==> config.mk <==
export PLATFORM = sky130hd
export DESIGN_NAME = raven_gpio_ctrl
export DESIGN_NICKNAME = d
export VERILOG_FILES = /design/src/rtl/raven_gpio_ctrl.sv
export SDC_FILE = /design/constraint.sdc
export NUM_CORES = 1
export LEC_CHECK = 0
export ABC_AREA = 1
export BUFFER_PORTS_ARGS = -buffer_cell sky130_fd_sc_hd__buf_2
export CAP_MARGIN = 20
export CORE_ASPECT_RATIO = 0.6
export CORE_UTILIZATION = 45
export CTS_BUF_LIST = sky130_fd_sc_hd__clkbuf_16
export DETAILED_ROUTE_END_ITERATION = 7
export GPL_TIMING_DRIVEN = 0
export PLACE_DENSITY_LB_ADDON = 0.15
export RECOVER_POWER = 100
export SLEW_MARGIN = 40
export SYNTH_ARGS = -nofsm -noshare
export SYNTH_HDL_FRONTEND = slang
export SYNTH_SLANG_ARGS = --single-unit
==> constraint.sdc <==
create_clock -name clk -period 1.82 [get_ports clk]
set_input_delay 0.091 -clock clk [delete_from_list [all_inputs] [get_ports clk]]
set_output_delay 0.091 -clock clk [all_outputs]
set_load 0.1 [all_outputs]
==> src/rtl/raven_gpio_ctrl.sv <==
// GPIO controller for the Raven pad bank: iomem slave with output/enable registers,
// synchronised input readback and per-pin edge interrupts folded into one irq line.
module raven_gpio_ctrl #(
  parameter int unsigned NGPIO     = 16,
  parameter logic [31:0] BASE_ADDR = 32'h0300_0000
) (
  input  logic             clk,
  input  logic             resetn,
  input  logic             iomem_valid,
  output logic             iomem_ready,
  input  logic [3:0]       iomem_wstrb,
  input  logic [31:0]      iomem_addr,
  input  logic [31:0]      iomem_wdata,
  output logic [31:0]      iomem_rdata,
  input  logic [NGPIO-1:0] gpio_in,
  output logic [NGPIO-1:0] gpio_out,
  output logic [NGPIO-1:0] gpio_oe,
  output logic             irq
);

  localparam int unsigned WORDW = 6;

  localparam logic [WORDW-1:0] W_OUT   = WORDW'(0);
  localparam logic [WORDW-1:0] W_OE    = WORDW'(1);
  localparam logic [WORDW-1:0] W_IN    = WORDW'(2);
  localparam logic [WORDW-1:0] W_IMASK = WORDW'(3);
  localparam logic [WORDW-1:0] W_IPOL  = WORDW'(4);
  localparam logic [WORDW-1:0] W_ISTAT = WORDW'(5);
  localparam logic [WORDW-1:0] W_OSET  = WORDW'(6);
  localparam logic [WORDW-1:0] W_OCLR  = WORDW'(7);

  typedef enum logic {IDLE, ACK} state_t;

  state_t           state;
  logic [NGPIO-1:0] out_q, oe_q, imask_q, ipol_q, istat_q;
  logic [NGPIO-1:0] s1_q, s2_q, s3_q;

  logic             sel_c, acc_c, wr_c;
  logic [WORDW-1:0] word_c;
  logic [31:0]      bm32_c;
  logic [NGPIO-1:0] bm_c, wd_c, evt_c, w1c_c;
  logic [31:0]      rd_c;
  logic             unused_c;

  assign sel_c  = iomem_valid && (iomem_addr[31:8] == BASE_ADDR[31:8]);
  assign acc_c  = (state == IDLE) && sel_c && !iomem_ready;
  assign wr_c   = acc_c && (|iomem_wstrb);
  assign word_c = iomem_addr[7:2];

  // Byte strobes widened to bit enables, truncated to the implemented pins
  assign bm32_c = {{8{iomem_wstrb[3]}}, {8{iomem_wstrb[2]}},
                   {8{iomem_wstrb[1]}}, {8{iomem_wstrb[0]}}};
  assign bm_c   = bm32_c[NGPIO-1:0];
  assign wd_c   = iomem_wdata[NGPIO-1:0] & bm_c;

  assign evt_c  = (ipol_q & s2_q & ~s3_q) | (~ipol_q & ~s2_q & s3_q);
  assign w1c_c  = (wr_c && (word_c == W_ISTAT)) ? wd_c : '0;

  assign unused_c = ^{iomem_addr[1:0], iomem_wdata, bm32_c};

  always_comb begin
    rd_c = '0;
    case (word_c)
      W_OUT:   rd_c[NGPIO-1:0] = out_q;
      W_OE:    rd_c[NGPIO-1:0] = oe_q;
      W_IN:    rd_c[NGPIO-1:0] = s2_q;
      W_IMASK: rd_c[NGPIO-1:0] = imask_q;
      W_IPOL:  rd_c[NGPIO-1:0] = ipol_q;
      W_ISTAT: rd_c[NGPIO-1:0] = istat_q;
      default: rd_c = '0;
    endcase
  end

  // Bus handshake: one-cycle ready with read data captured at acceptance
  always_ff @(posedge clk or negedge resetn) begin
    if (!resetn) begin
      state       <= IDLE;
      iomem_ready <= 1'b0;
      iomem_rdata <= '0;
    end else begin
      case (state)
        IDLE: begin
          if (acc_c) begin
            state       <= ACK;
            iomem_ready <= 1'b1;
            iomem_rdata <= rd_c;
          end else begin
            iomem_ready <= 1'b0;
            iomem_rdata <= '0;
          end
        end
        ACK: begin
          state       <= IDLE;
          iomem_ready <= 1'b0;
          iomem_rdata <= '0;
        end
        default: begin
          state       <= IDLE;
          iomem_ready <= 1'b0;
          iomem_rdata <= '0;
        end
      endcase
    end
  end

  always_ff @(posedge clk or negedge resetn) begin
    if (!resetn) begin
      out_q   <= '0;
      oe_q    <= '0;
      imask_q <= '0;
      ipol_q  <= '0;
    end else if (wr_c) begin
      case (word_c)
        W_OUT:   out_q   <= (out_q & ~bm_c) | wd_c;
        W_OE:    oe_q    <= (oe_q & ~bm_c) | wd_c;
        W_IMASK: imask_q <= (imask_q & ~bm_c) | wd_c;
        W_IPOL:  ipol_q  <= (ipol_q & ~bm_c) | wd_c;
        W_OSET:  out_q   <= out_q | wd_c;
        W_OCLR:  out_q   <= out_q & ~wd_c;
        default: ;
      endcase
    end
  end

  // Pad synchroniser, edge capture (set beats clear) and registered irq
  always_ff @(posedge clk or negedge resetn) begin
    if (!resetn) begin
      s1_q    <= '0;
      s2_q    <= '0;
      s3_q    <= '0;
      istat_q <= '0;
      irq     <= 1'b0;
    end else begin
      s1_q    <= gpio_in;
      s2_q    <= s1_q;
      s3_q    <= s2_q;
      istat_q <= (istat_q & ~w1c_c) | evt_c;
      irq     <= |(istat_q & imask_q);
    end
  end

  assign gpio_out = out_q;
  assign gpio_oe  = oe_q;

endmodule

After elaboration in Yosys (flattened, before gate mapping):

Cells that the tools add are included.

* eq/ne operators: 8
* mux-type cells: 7
* bitwise gates (word level): 26
* reductions and logical operators: 14

Operator list (number)
* 16-bit AND: 12
* 16-bit OR: 7
* 16-bit NOT: 6
* 16-bit case mux with 6 select lines: 1
* 32-bit case mux with 2 select lines: 1
* 16-bit case mux with 3 select lines: 1
* 16-bit two-way mux: 2
* 24-bit by 18-bit equality test with 1-bit output, second input constant: 1
* 6-bit by 3-bit equality test with 1-bit output, second input constant: 4
* 16-bit OR reduction: 1
* 6-bit by 2-bit equality test with 1-bit output, second input constant: 2
* 2-bit AND reduction: 4
* 6-bit by 1-bit equality test with 1-bit output, second input constant: 1
* 6-bit zero test: 1
* 1-bit logical AND: 5
* 4-bit OR reduction: 1
* 3-bit nonzero test: 1
* 1-bit case mux with 2 select lines: 1
* 1-bit zero test: 1
* 1-bit two-way mux: 1
* 1-bit NOT: 1

* register bits after elaboration: 162
* input bits: 87

Logic depth before layout (Yosys ltp):

Gate-level depths: netlist of run 1.

* depth after elaboration: 10
* gate-level depth with buffers: 11
* mapped depth without buffers: 9

Worst setup path after synthesis of run 1:

Ideal clock, no wire load.

* kind: register to register
* start point: reg state
* end point: reg out_q[15], in the netlist gpio_out[15]
* buffers on the path: 2
* library setup time: 0.120 ns
* arrival: 1.802 ns
* period minus slack after synthesis: 1.922 ns
* cell stages (with the launch flop): 11
* setup slack: -0.102 ns
* cell sequence: dfrtp_1 inv_1 nand2_1 nor2_1 nand3b_1 nor2_4 buf_6 buf_4 nand4_1 nand2_1 nand2_1

* cells in the longest elaborated chain, start to end: 5
* elaborated cells between the ends (all ways): 6
* those cells by class: bitwise (1); reduce/logical (5)

Ends and longest elaborated chain
* start: declaration: RTL line 34 `state_t state;`
* start signal: assignment: RTL line 77 `state <= IDLE;`
* start signal: assignment: RTL line 84 `state <= ACK;`
* start signal: assignment: RTL line 93 `state <= IDLE;`
* 1-bit NOT
* 1-bit logical AND: RTL line 46 `assign acc_c = (state == IDLE) && sel_c && !iomem_ready;`
* 1-bit logical AND *: RTL line 46
* 1-bit logical AND *: RTL line 47 `assign wr_c = acc_c && (|iomem_wstrb);`
* 2-bit AND reduction (no line) *
* end signal: assignment: RTL line 114 `W_OUT: out_q <= (out_q & ~bm_c) | wd_c;`
* end signal: assignment: RTL line 118 `W_OSET: out_q <= out_q | wd_c;`
* end signal: assignment: RTL line 119 `W_OCLR: out_q <= out_q & ~wd_c;`
* end: declaration: RTL line 35 `logic [NGPIO-1:0] out_q, oe_q, imask_q, ipol_q, istat_q;`

Every way passes the cells marked *; elsewhere a longest branch is shown, timed or not.
A chain may end at the register's enable or synchronous reset.

Worst setup path after layout of run 1:

* start point: reg state
* end point: reg istat_q[11]

* cells in the longest elaborated chain, start to end: 9
* elaborated cells between the ends (all ways): 10
* those cells by class: mux (1); bitwise (4); reduce/logical (5)

Ends and longest elaborated chain
* 1-bit NOT
* 1-bit logical AND: RTL line 46
* 1-bit logical AND *: RTL line 46
* 1-bit logical AND *: RTL line 47
* 1-bit logical AND *: RTL line 57 `assign w1c_c = (wr_c && (word_c == W_ISTAT)) ? wd_c : '0;`
* 16-bit two-way mux *: RTL line 57
* 16-bit NOT *: RTL line 137 `istat_q <= (istat_q & ~w1c_c) | evt_c;`
* 16-bit AND *: RTL line 137
* 16-bit OR *: RTL line 137
* end signal: assignment: RTL line 137
* end: declaration: RTL line 35

Marked as above.

==> flow_summary.json, run 1 <==
{
  "drc": 0,
  "core-area_sq_mm": 0.0146,
  "max_cap_violations": 0,
  "die_height_um": 96.9,
  "fmax_mhz": 570,
  "synth.cells.most_frequent": "298 x nand2_1, 146 x dfrtp_1, 68 x inv_1",
  "outcome": "finished clean",
  "grt_pass1_vias": 5494,
  "finalPower_mw": 7.20,
  "reg2reg_slack_ns": 0.07,
  "cpMaxStageDelayCell": "dfrtp_2",
  "area_delta_synth_final_pct": 26.4,
  "rows": 34,
  "finalSetupViolCount": 0,
  "cts_sinks": 146,
  "wl_per_cell_um": 16.6,
  "synth_top_cell_area_share": 0.541,
  "clk_latency_ns": 0.43,
  "min_period_ns": 1.75,
  "synth_cells": 815,
  "crit_arrival_ns": 2.07,
  "critPathMostFrequentCell": "nand2_1",
  "grt_overflow": 0,
  "ys_ff_latch": 146,
  "nets": 1084,
  "h-tree-depth": 4,
  "vias": 6195,
  "maxSlewViolCount": 0,
  "grt_pass1_wl_mm": 31.2,
  "cp_num_buf_inv": 3,
  "rsz0062_at_grt": "yes",
  "holdWs_ns": 0.0192,
  "peakVddDrop_v": 0.000579,
  "path_cells": "inv_2 -> nand2_1 -> nor2_1 -> nand3b_1 -> nor2_4 -> buf_6 -> buf_8 -> nand4_1 -> nand2_1 -> nand2_1",
  "min_path_type": "input pin to flop",
  "startpoint": "state",
  "drtIter0Drc": 685,
  "via_per_inst": 5.13,
  "pin_count": 153,
  "syn_area_per_cell_sq_um": 8.29,
  "synth_warnings": 0,
  "clkSlewWorstSetupHoldPaths_ns": 0.06,
  "yosysSeqAreaShare": 0.541,
  "setup_ws_ns": 0.0665,
  "r2r_cells": 10,
  "power_density_mw_per_mm2": 843,
  "synth_area_leaders": "dfrtp_1 54%, nand2_1 17%, nand3_1 4.1%, inv_1 3.8%, nand4_1 3.1%",
  "postRouteAntennaNets": 0,
  "cp-start-kind": "flop",
  "final_layout_size_suffix_gt1_frac": 0.216,
  "synth_top_flop_cell": "dfrtp_1",
  "start_util": 0.463,
  "synth.most_common_cell": "nand2_1",
  "antennaDiodeCount": 0,
  "cts-root-buf": "clkbuf_16",
  "dp_slack_ns": 0.0451,
  "dieArea_sq_mm": 0.0155,
  "grt_max_degree": 75,
  "crit_family": "simple AND/OR/NAND/NOR gates",
  "io_buffers": 117,
  "skew_ns": 0.00807,
  "crit_path_max_fanout": 10,
  "finalNonFillerCells": 1208,
  "min_period_over_period": 0.963,
  "cp_num_cells": 10,
  "track_usage": 0.271,
  "dpl.hpwl_mm": 14.4,
  "drt-pass1-iter-count": 5,
  "crit_path_end": "istat_q[11]",
  "worstPathRequired_ns": 2.14,
  "numCtsBuffers": 17,
  "timing.final.hold_violations": 0,
  "antenna_found_initial": 0,
  "place_congestion": 0.924,
  "synth-edff-count": 0,
  "syn-cell-area_sq_mm": 0.00676,
  "async_flop_share": 1.00,
  "worst_slew_pin_slew_ns": 0.876,
  "max_stage_delay_ns": 0.41,
  "slew-limit-headroom": 0.416,
  "crit_path_end_kind": "flop",
  "drt-total-wl_mm": 20.1,
  "synth_cell_types": 34,
  "synth_largest_area_cell": "dfrtp_1",
  "die_w_um": 160,
  "p_leak_nw": 4.44,
  "dp.cells": 1147,
  "reg2reg_from": "state",
  "cts_tree": "built",
  "critical_path_class": "flop to flop",
  "cts_max_path_buffers": 2,
  "rr_endpoint": "istat_q[11]"
}
## cells by family after synthesis
kind of cell | Yosys count | share of synthesized area
other | 1 | 0.000555
AO/OA/AOI/OAI | 83 | 0.0681
flip-flops | 146 | 0.541
buffers and inverters | 115 | 0.0804
AND/OR/NAND/NOR | 470 | 0.310
## per-layer routing
metal,vias up,GRT usage,part of all wire
li1,2960,-,-
met1,2889,0.419,0.47
met2,324,0.349,0.39
met3,22,0.0922,0.12
met4,0,0.0806,0.011
met5,-,0,0
## how the worst min path moves through the flow
stage                    startpoint                          to  cells past startpoint
floorplan                    resetn  asynchronous set/reset pin                      0
global placement        gpio_in[11]                    s1_q[11]                      1
detailed placement           resetn  asynchronous set/reset pin                      1
CTS                 iomem_wdata[15]                        flop                      3
global route        iomem_wdata[15]                        flop                      3
finish              iomem_wdata[15]                        flop                      3
## stage by stage
stage / setup TNS [ns] / area (sq um) / util
3_5_place_dp: 0 / 7710 / 0.529
5_1_grt: -0.0785 / 8540 / 0.585
6_report: 0 / 8540 / 0.585
4_1_cts: 0 / 8520 / 0.584
2_1_floorplan: 0 / 6810 / -
3_3_place_gp: -217.03 / 7650 / 0.524
## power breakdown
group	leakage (nW)	switching, mW	internal [mW]	total, mW
combinational	2.33	0.420	0.170	0.589
sequential	1.84	0.0310	3.30	3.33
clock	0.263	1.42	1.86	3.27
total	4.44	1.87	5.33	7.20
## cell usage in the layout, fill, tap and decap left out, drive strengths merged, types with 20 or more instances in the layout
master	n
dfrtp	146
nor2	67
nand4	38
inv	74
nand2	301
a21oi	20
clkbuf	59
nand3	60
o21ai	45
dlygate4sd3	26
buf	123
## worst min-delay path, cell delays in order
cell and delay [ns]:
buf_2 0.12, inv_1 0.12, o21ai_1 0.08
## area by class of cell
type | count | area [sq um]
inverter | 72 | 272
tap | 198 | 248
multi-input combinational | 569 | 2630
sequential | 146 | 3650
fill | 1333 | 6050
clock inverter | 15 | 120
clock buffer | 17 | 425
timing repair buffer | 148 | 903
buffer | 43 | 285
## repair_timing
action,in CTS,in global routing
hold buffers,26,0
buffers inserted,0,2
endpoints found under the hold margin,185,0
setup endpoints to repair,0,29
gates resized for setup,0,10
Note: power is estimated with default switching activity, not from simulation.
==> inputs of run 2 (changes only) <==
- GPL_ROUTABILITY_DRIVEN: unset -> 1
- PLACE_DENSITY_LB_ADDON: 0.15 -> 0.1
==> flow_summary.json, run 2 (synthesized netlist as in run 1, its figures left out) <==
{
  "antennaDiodeCount": 0,
  "worstPathRequired_ns": 2.14,
  "hold_path_depth": 3,
  "numCtsBuffers": 17,
  "slew-limit-headroom": 0.321,
  "fin_util": 0.598,
  "rsz0062_at_grt": "yes",
  "cp_num_cells": 11,
  "holdWs_ns": 0.0143,
  "maxSlewViolCount": 0,
  "track_usage": 0.272,
  "nets": 1090,
  "finalPower_mw": 7.59,
  "power_density_mw_per_mm2": 870,
  "p_leak_nw": 4.53,
  "timing.final.hold_violations": 0,
  "dp_slack_ns": 0.0301,
  "path_cells": "inv_2 -> nand2_2 -> nor2_2 -> nand3b_1 -> nor2_4 -> buf_8 -> buf_8 -> buf_4 -> nand4_1 -> nand2_1 -> nand2_1",
  "setup_ws_ns": 0.0840,
  "reg2reg_slack_ns": 0.08,
  "area_delta_synth_final_pct": 29.1,
  "crit_family": "simple AND/OR/NAND/NOR gates",
  "drtIter0Drc": 737,
  "antenna_found_initial": 0,
  "grt_max_degree": 75,
  "crit_path_end_kind": "flop",
  "vias": 6253,
  "min_period_ns": 1.74,
  "peakVddDrop_v": 0.000559,
  "finalNonFillerCells": 1214,
  "critical_path_class": "flop to flop",
  "postRouteAntennaNets": 0,
  "worst_slew_pin_slew_ns": 1.02,
  "crit_path_max_fanout": 6,
  "max_cap_violations": 0,
  "max_stage_delay_ns": 0.41,
  "outcome": "finished clean",
  "drt-pass1-iter-count": 5,
  "min_path_type": "input pin to flop",
  "cp-start-kind": "flop",
  "drc": 0,
  "grt_pass1_wl_mm": 31.6,
  "die_height_um": 96.9,
  "cts_tree": "built",
  "wl_per_cell_um": 16.8,
  "rows": 34,
  "skew_ns": 0.00819,
  "crit_arrival_ns": 2.06,
  "dpl.hpwl_mm": 14.7,
  "die_w_um": 160,
  "place_congestion": 0.923,
  "finalSetupViolCount": 0,
  "dieArea_sq_mm": 0.0155,
  "start_util": 0.463,
  "core-area_sq_mm": 0.0146,
  "io_buffers": 117,
  "final_cell_mix": "297 x nand2_1, 145 x dfrtp_1, 74 x buf_2",
  "r2r_cells": 11,
  "drt-total-wl_mm": 20.4,
  "dp.cells": 1147,
  "grt_overflow": 0,
  "pin_count": 153,
  "fmax_mhz": 576,
  "cp_num_buf_inv": 4,
  "final_layout_size_suffix_gt1_frac": 0.221,
  "cts-root-buf": "clkbuf_16",
  "min_period_over_period": 0.954,
  "clkSlewWorstSetupHoldPaths_ns": 0.07,
  "clk_latency_ns": 0.43,
  "cts_sinks": 146,
  "via_per_inst": 5.15,
  "h-tree-depth": 4,
  "grt_pass1_vias": 5742,
  "final_common_cell": "nand2_1",
  "cts_max_path_buffers": 2,
  "cpMaxStageDelayCell": "dfrtp_2"
}
[run 2: final timing paths]
path,from,end
setup / recovery,state,istat_q[8]
max in group asynchronous,resetn,s3_q[7]
hold reg to reg,s1_q[8],s2_q[8]
hold / removal,iomem_wdata[15],flop
setup reg to reg,state,istat_q[8]
min in group asynchronous,resetn,asynchronous set/reset pin
[run 2: final cells by class]
class | instances | area (sq um)
fillers | 1293 | 5870
flip-flops and latches | 146 | 3650
clock inverters | 15 | 181
clock buffers | 17 | 425
repair buffers | 155 | 996
multi-input cells | 569 | 2650
plain buffers | 42 | 292
inverters | 72 | 272
well taps | 198 | 248
[run 2: power by group]
group | switching, mW | internal, mW | leakage, nW
Clock | 1.48 | 2.18 | 0.305
Sequential | 0.0329 | 3.30 | 1.84
Combinational | 0.423 | 0.170 | 2.38
[run 2: routing by layer]
layer  track usage  part of all wire
met4        0.0681             0.014
met2         0.366              0.40
met1         0.407              0.46
met5             0                 0
met3         0.101              0.13
[run 2: metrics by stage]
step	cell area, sq um	TNS (ns)
4_1_cts	8580	0
3_3_place_gp	7650	-213.90
6_report	8720	0
3_5_place_dp	7710	0
5_1_grt	8720	-0.0516
2_1_floorplan	6810	0
[run 2: repair_timing]
action	4_1_cts	5_1_grt
setup endpoints to repair	0	49
hold buffers	26	0
gates resized for setup	0	16
hold endpoints to repair	109	0
buffers inserted	0	8
[run 2: tightest hold or removal path, delay by kind of cell]
kind | cells | cell delay, ns
buf+inv | 2 | 0.22
compound gates | 1 | 0.08
